==> src/rtl/configurable_queue.sv <==
// Same-clock-domain queue: any depth, programmable almost-full/almost-empty
// thresholds, sticky overflow/underflow flags, synchronous flush and a
// selectable read mode (registered or first-word-fall-through).
module configurable_queue #(
  parameter int unsigned WIDTH     = 8,
  parameter int unsigned DEPTH     = 8,
  parameter int unsigned AF_THRESH = DEPTH - 1,
  parameter int unsigned AE_THRESH = 1,
  parameter bit          FWFT      = 1'b0
) (
  input  logic                       clk,
  input  logic                       reset,
  input  logic                       enq,
  input  logic                       deq,
  input  logic                       flush,
  input  logic                       clr_err,
  input  logic [WIDTH-1:0]           data_in,
  output logic [WIDTH-1:0]           data_out,
  output logic [$clog2(DEPTH+1)-1:0] count,
  output logic                       full,
  output logic                       empty,
  output logic                       almost_full,
  output logic                       almost_empty,
  output logic                       overflow,
  output logic                       underflow
);

  localparam int unsigned CW = $clog2(DEPTH + 1);
  localparam int unsigned PW = $clog2(DEPTH);

  logic [WIDTH-1:0] mem_q [DEPTH];
  logic [PW-1:0]    front_q, front_d;
  logic [PW-1:0]    rear_q,  rear_d;
  logic [CW-1:0]    count_q, count_d;
  logic             ovf_q,   ovf_d;
  logic             udf_q,   udf_d;
  logic             deq_ok;
  logic             enq_ok;

  // Status flags decoded directly from the occupancy register
  assign full         = (count_q == CW'(DEPTH));
  assign empty        = (count_q == '0);
  assign almost_full  = (count_q >= CW'(AF_THRESH));
  assign almost_empty = (count_q <= CW'(AE_THRESH));
  assign count        = count_q;
  assign overflow     = ovf_q;
  assign underflow    = udf_q;

  // Accept decisions; a pop frees the slot an enqueue-while-full needs
  assign deq_ok = deq && !empty && !flush;
  assign enq_ok = enq && !flush && (!full || deq_ok);

  // Next-state for pointers, occupancy and sticky error flags
  always_comb begin
    front_d = front_q;
    rear_d  = rear_q;
    count_d = count_q;
    ovf_d   = ovf_q;
    udf_d   = udf_q;
    if (clr_err) begin
      ovf_d = 1'b0;
      udf_d = 1'b0;
    end
    if (flush) begin
      front_d = '0;
      rear_d  = '0;
      count_d = '0;
    end else begin
      if (enq && !enq_ok) ovf_d = 1'b1;
      if (deq && !deq_ok) udf_d = 1'b1;
      if (enq_ok) rear_d  = (rear_q  == PW'(DEPTH - 1)) ? '0 : rear_q  + PW'(1);
      if (deq_ok) front_d = (front_q == PW'(DEPTH - 1)) ? '0 : front_q + PW'(1);
      if (enq_ok && !deq_ok)      count_d = count_q + CW'(1);
      else if (deq_ok && !enq_ok) count_d = count_q - CW'(1);
    end
  end

  // Control state register
  always_ff @(posedge clk or posedge reset) begin
    if (reset) begin
      front_q <= '0;
      rear_q  <= '0;
      count_q <= '0;
      ovf_q   <= 1'b0;
      udf_q   <= 1'b0;
    end else begin
      front_q <= front_d;
      rear_q  <= rear_d;
      count_q <= count_d;
      ovf_q   <= ovf_d;
      udf_q   <= udf_d;
    end
  end

  // Storage array, intentionally not reset
  always_ff @(posedge clk) begin
    if (enq_ok) mem_q[rear_q] <= data_in;
  end

  generate
    if (FWFT) begin : g_fwft
      // Head word visible combinationally; zero while empty
      assign data_out = empty ? '0 : mem_q[front_q];
    end else begin : g_reg
      logic [WIDTH-1:0] dout_q;
      // Registered read: popped word appears one cycle after the dequeue
      always_ff @(posedge clk or posedge reset) begin
        if (reset)       dout_q <= '0;
        else if (deq_ok) dout_q <= mem_q[front_q];
      end
      assign data_out = dout_q;
    end
  endgenerate

endmodule
==> config.mk <==
export PLATFORM = sky130hd
export DESIGN_NAME = configurable_queue
export DESIGN_NICKNAME = d
export VERILOG_FILES = /design/src/rtl/configurable_queue.sv
export SDC_FILE = /design/constraint.sdc
export NUM_CORES = 1
export LEC_CHECK = 0
export ABC_AREA = 1
export CORE_ASPECT_RATIO = 1.1
export CORE_MARGIN = 1
export CORE_UTILIZATION = 61
export CTS_CLUSTER_SIZE = 10
export DETAILED_ROUTE_END_ITERATION = 6
export GPL_ROUTABILITY_DRIVEN = 0
export PLACE_DENSITY_LB_ADDON = 0.1
export SLEW_MARGIN = 10
export SYNTH_ARGS = -nofsm -noshare
export SYNTH_HDL_FRONTEND = slang
export SYNTH_SLANG_ARGS = --single-unit
==> constraint.sdc <==
create_clock -name clk -period 3.6 [get_ports clk]
set_input_delay 0.54 -clock clk [delete_from_list [all_inputs] [get_ports clk]]
set_output_delay 0.54 -clock clk [all_outputs]
set_load 0.03 [all_outputs]
**After elaboration in Yosys (flattened, before gate mapping)**

Memories as Yosys holds them, arrays and structs flattened. A register that Yosys moved wholly into a read port is not among the register bits.
Index checks and enable logic that the tools add are counted.
W data, S select, Z words.

- Word-level logic and storage cells: 50
- RAM bits: 64
- Flip-flop bits (word level): 12
- Output and inout port bits: 18
- Memories kept: 1
- Input bits: 14

Memories:

| name | depth | width | read ports | clocked after Yosys merged registers in | wr ports | line | RTL |
|---|---|---|---|---|---|---|---|
| mem_q | 8 | 8 | 1 | 1 | 1 | 31 | `logic [WIDTH-1:0] mem_q [DEPTH];` |

- Multiplexer cells: 17
- Equality and inequality tests: 3
- Add/sub/neg operators: 4
- Reduce and logical (&&, ||, !) cells: 18
- Magnitude comparators: 2

Operators with widths:

| operator | count |
|---|---|
| $mux W3 | 6 |
| $mux W4 | 3 |
| $logic_and A1 B1 Y1 | 8 |
| $mux W1 | 8 |
| $add A3 B1 Y3 const B | 2 |
| $eq A3 B3 Y1 const B | 2 |
| $logic_not A1 Y1 | 5 |
| $add A4 B1 Y4 const B | 1 |
| $eq A4 B4 Y1 const B | 1 |
| $ge A4 B3 Y1 const B | 1 |
| $le A4 B1 Y1 const B | 1 |
| $logic_not A4 Y1 | 1 |
| $reduce_bool A2 Y1 | 2 |
| $sub A4 B1 Y4 const B | 1 |
| $reduce_bool A3 Y1 | 1 |
| $logic_or A1 B1 Y1 | 1 |

**Logic depth before layout (Yosys ltp)**

- Depth in word-level cells: 11
- Gate-level depth with buffers: 10
- Depth with buffers taken out: 10

**Worst setup path after synthesis**

Ideal clock, no wire load.

- Path kind: reg2reg
- Start point: register count_q[0] (netlist: count[0])
- End point: memory mem_q[0][0], enable pin
- Path slack: 1,307 ps
- Period minus slack after synthesis: 2,293 ps
- Setup time: 370 ps
- Data arrival time: 1,923 ps
- Cell stages (with the launch flop): 10
- Path buffers: 0
- Required time: 3,230 ps
- Cell sequence: dfrtp_1 inv_1 ha_1 nand3_2 inv_2 nand2_4 nand2_4 inv_2 nand2_2 nor2_1

- Elaborated cells on any way between the ends: 10
- Those cells by class: eq/ne: 1; mux: 2; reduce/logical: 7

RTL lines:

| item | line | RTL |
|---|---|---|
| from (decl) | 34 | `logic [CW-1:0] count_q, count_d;` |
| from (signal assigned) | 89 | `count_q <= count_d;` |
| $eq A4 B4 Y1 | 41 | `assign full = (count_q == CW'(DEPTH));` |
| named net full | 20 | `output logic full,` |
| $logic_not A1 Y1 | 51 | `assign enq_ok = enq && !flush && (!full \|\| deq_ok);` |
| $logic_or A1 B1 Y1 | 51 |  |
| $logic_and A1 B1 Y1 | 51 |  |
| $mux W1 | 97 | `if (enq_ok) mem_q[rear_q] <= data_in;` |
| $mux W1 (implied by the code) | 97 |  |
| to (decl) | 31 |  |

The timed path passes the listed nets, and every way through them passes these cells.

**Worst setup path after layout**

- Start point: register count_q[0] (netlist: count[0])
- End point: output full

- Cells in the longest elaborated chain, start to end: 1

Ends and longest elaborated chain:

| item | line |
|---|---|
| $eq A4 B4 Y1 | 41 |
| to (decl) | 20 |

No other way between the ends.

==> results.toml <==
[floorplanning]
dieArea_um2 = 6310
ios = 32
die_w_um = 75.8
num_rows = 29
die_h_um = 83.2
start_util = 0.634
core_area_um2 = 5770

[timing]
rsz0062_at_grt = "no"
skew_ns = 0.0121
maxSlewHeadroom = 0.374
finalSetupViolations = 0
clock.fmax_mhz = 366
worstMarginPinSlew_ns = 0.939
finalMaxSlewViolations = 0
tns_ns = 0
min_period_over_period = 0.760
hold_viol = 0
min_period_ns = 2.74

[final_layout]
antennaDiodeCount = 0
multi_input_area_um2 = 1080
drive_gt1_frac = 0.101
final_util = 0.730
regArea_um2 = 2420
area_delta_synth_final_pct = 15.2
instances_no_fill = 435
num-nets-final = 374
fillers = 392

[synthesis]
ys_top_cells_by_area = "edfxtp_1 (53%), dfrtp_1 (14%), nor2_1 (6.0%)"
yosys_warnings = 0
ys_seq_area_frac = 0.662
syn_nets = 342
yosysTopAreaCellShare = 0.525
syn_avg_cell_area_um2 = 11.4
synthCells = 321
synth_cell_types = 28
synth_top_cell_by_area = "edfxtp_1"
ys_ff_latch = 84
mappedNetlistArea_um2 = 3660

[setup_path]
reg2reg_depth = 9
crit_fanout = 8
start_kind = "flip-flop"
startpoint = "count[0]$_DFFE_PP0P_"
cp_data_arrival_time_ns = 2.20
cp_data_required_time_ns = 3.06
path_class = "reg -> out"
critPathCaptureType = "primary output"
r2r_start = "count[0]$_DFFE_PP0P_"

[power_and_ir_drop]
irDropWorstVdd_mv = 0.421
p_int_w = 0.00185
pwr-share-clk = 0.226
p_leak_nw = 1.61
switching_share = 0.373
p_comb_frac = 0.348
power.share.sequential = 0.426
cellPowerDensity_nw_per_um2 = 700
switching_power_w = 0.00110
finalPower_w = 0.00295

[drt]
wl_per_cell_um = 17.4
drtPass1Iterations = 5
drc = 0
ant_nets = 0
drtIter0Drc = 225
routed_wl_mm = 7.57
num_vias = 2494
viasPerCell = 5.73

[clock_tree]
clock_latency_ns = 0.36
clock-root-buffer = "clkbuf_8"
ctsHoldBuffers = 0
clk_pin_slew_ns = 0.09
cts_buffer_depth = 2
postCtsSetupRepairBufs = 0
cts_resized = 0
cts_max_level = 3
numClockSinks = 84
cts_tree = "yes"
cts_inserted_buffers = 9

[place]
placed_cells = 419
dp_hpwl_mm = 5.21
io_buffers = 31

[min_path]
holdPathStages = 2
min-delay-start = "data_out[3]$_DFFE_PP0P_"
holdCritPathClass = "reg -> reg"

[grt]
track_usage = 0.266
grt_max_degree = 35
antenna_found_initial = 0
first_global_vias = 2390
grt-ovfl-total = 0
grt_first_pass_wirelength_mm = 11.7

[run_status]
status = "completed"

[flow_run]
maxCapViolCount = 0
==> power groups by stage <==
stage	clock, W	combinational [W]	sequential [W]
global placement	0	0.00101	0.00127
finish	0.000667	0.00103	0.00126
detailed placement	0	0.00102	0.00127
global route	0.000708	0.00113	0.00127
floorplan	0	0.000575	0.00137
CTS	0.000673	0.00102	0.00125
==> kinds of logic after synthesis <==
| kind of cell | synth area share |
|---|---|
| AO/OA/AOI/OAI | 0.0900 |
| XOR/XNOR | 0.00719 |
| adder cells (fa/ha/maj) | 0.0239 |
| flip-flops | 0.662 |
| AND/OR/NAND/NOR | 0.175 |
| buffers and inverters | 0.0417 |
==> cell usage in the layout, fill, tap and decap left out, types with 4 or more instances in the layout <==
cell / n
clkdlybuf4s50_1: 31
nor2_1: 58
dfrtp_1: 20
clkbuf_8: 9
o211ai_1: 16
ha_1: 7
inv_1: 17
o21ai_0: 36
edfxtp_1: 64
nand2_4: 4
nand2_1: 45
inv_6: 4
nand2_2: 4
nand3_1: 16
==> area by class of cell <==
cell class | count | share of cell area
multi-input cells | 203 | 0.257
clock buffers | 9 | 0.0294
clock inverters | 7 | 0.0175
inverters | 22 | 0.0208
well taps | 77 | 0.0229
flip-flops and latches | 84 | 0.575
repair buffers | 33 | 0.0772
==> synth_stat cells <==
library cell / number
nor2_8: 1
clkinv_1: 1
o21ai_0: 36
nand4_1: 3
inv_6: 1
clkbuf_1: 6
edfxtp_1: 64
o21ai_1: 3
nor2_1: 58
nand2_4: 4
nand2_2: 4
buf_2: 4
inv_2: 3
nand4_2: 1
nand2_1: 45
xnor2_1: 2
inv_1: 17
xor2_1: 1
buf_6: 2
ha_1: 7
nand3_4: 2
o22ai_1: 1
nor2_2: 1
nand3_1: 16
o21a_1: 1
dfrtp_1: 20
o211ai_1: 16
nand3_2: 1
==> sequential cells by signal (all words and copies together), names as in the netlist <==
signal     cells
mem_q         64
underflow      1
front_q        3
overflow       1
count          4
rear_q         3
data_out       8
==> through the flow <==
stage / setup slack [ns] / cell area (µm²) / hold slack (ns)
after CTS: 0.843 / 4210 / 0.494
after global placement: 0.857 / 4010 / 0.467
after global routing: 0.763 / 4210 / 0.514
after detailed placement: 0.772 / 4010 / 0.472
after floorplan: 1.31 / 3660 / 0.504
final: 0.865 / 4210 / 0.491
==> path summary, 6_finish.rpt <==
path,to,slack (ns)
setup reg to reg,mem_q[0][1]$_DFFE_PP_,1.14
hold / removal,data_out[3]$_DFFE_PP0P_,0.49
max in group asynchronous,data_out[7]$_DFFE_PP0P_,2.52
setup / recovery,full,0.86
hold reg to reg,data_out[3]$_DFFE_PP0P_,0.49
min in group asynchronous,data_out[6]$_DFFE_PP0P_,0.60
==> metal layers <==
| metal | global-route usage | part of all wire | up-vias | wire length (µm) |
|---|---|---|---|---|
| li1 | - | - | 1180 | - |
| met1 | 0.345 | 0.41 | 1167 | 3090 |
| met2 | 0.406 | 0.49 | 127 | 3730 |
| met3 | 0.0546 | 0.071 | 20 | 537 |
| met4 | 0.158 | 0.028 | 0 | 214 |
| met5 | 0 | 0 | - | 0 |
==> worst max-delay path, cell delays in order, from the launching register on <==
cell             delay [ns]
dfrtp_1                0.47
inv_1                  0.11
ha_1                   0.27
nand3_2                0.19
inv_2                  0.13
clkdlybuf4s50_1        0.67
No activity file was read; power rests on OpenSTA's default activity.
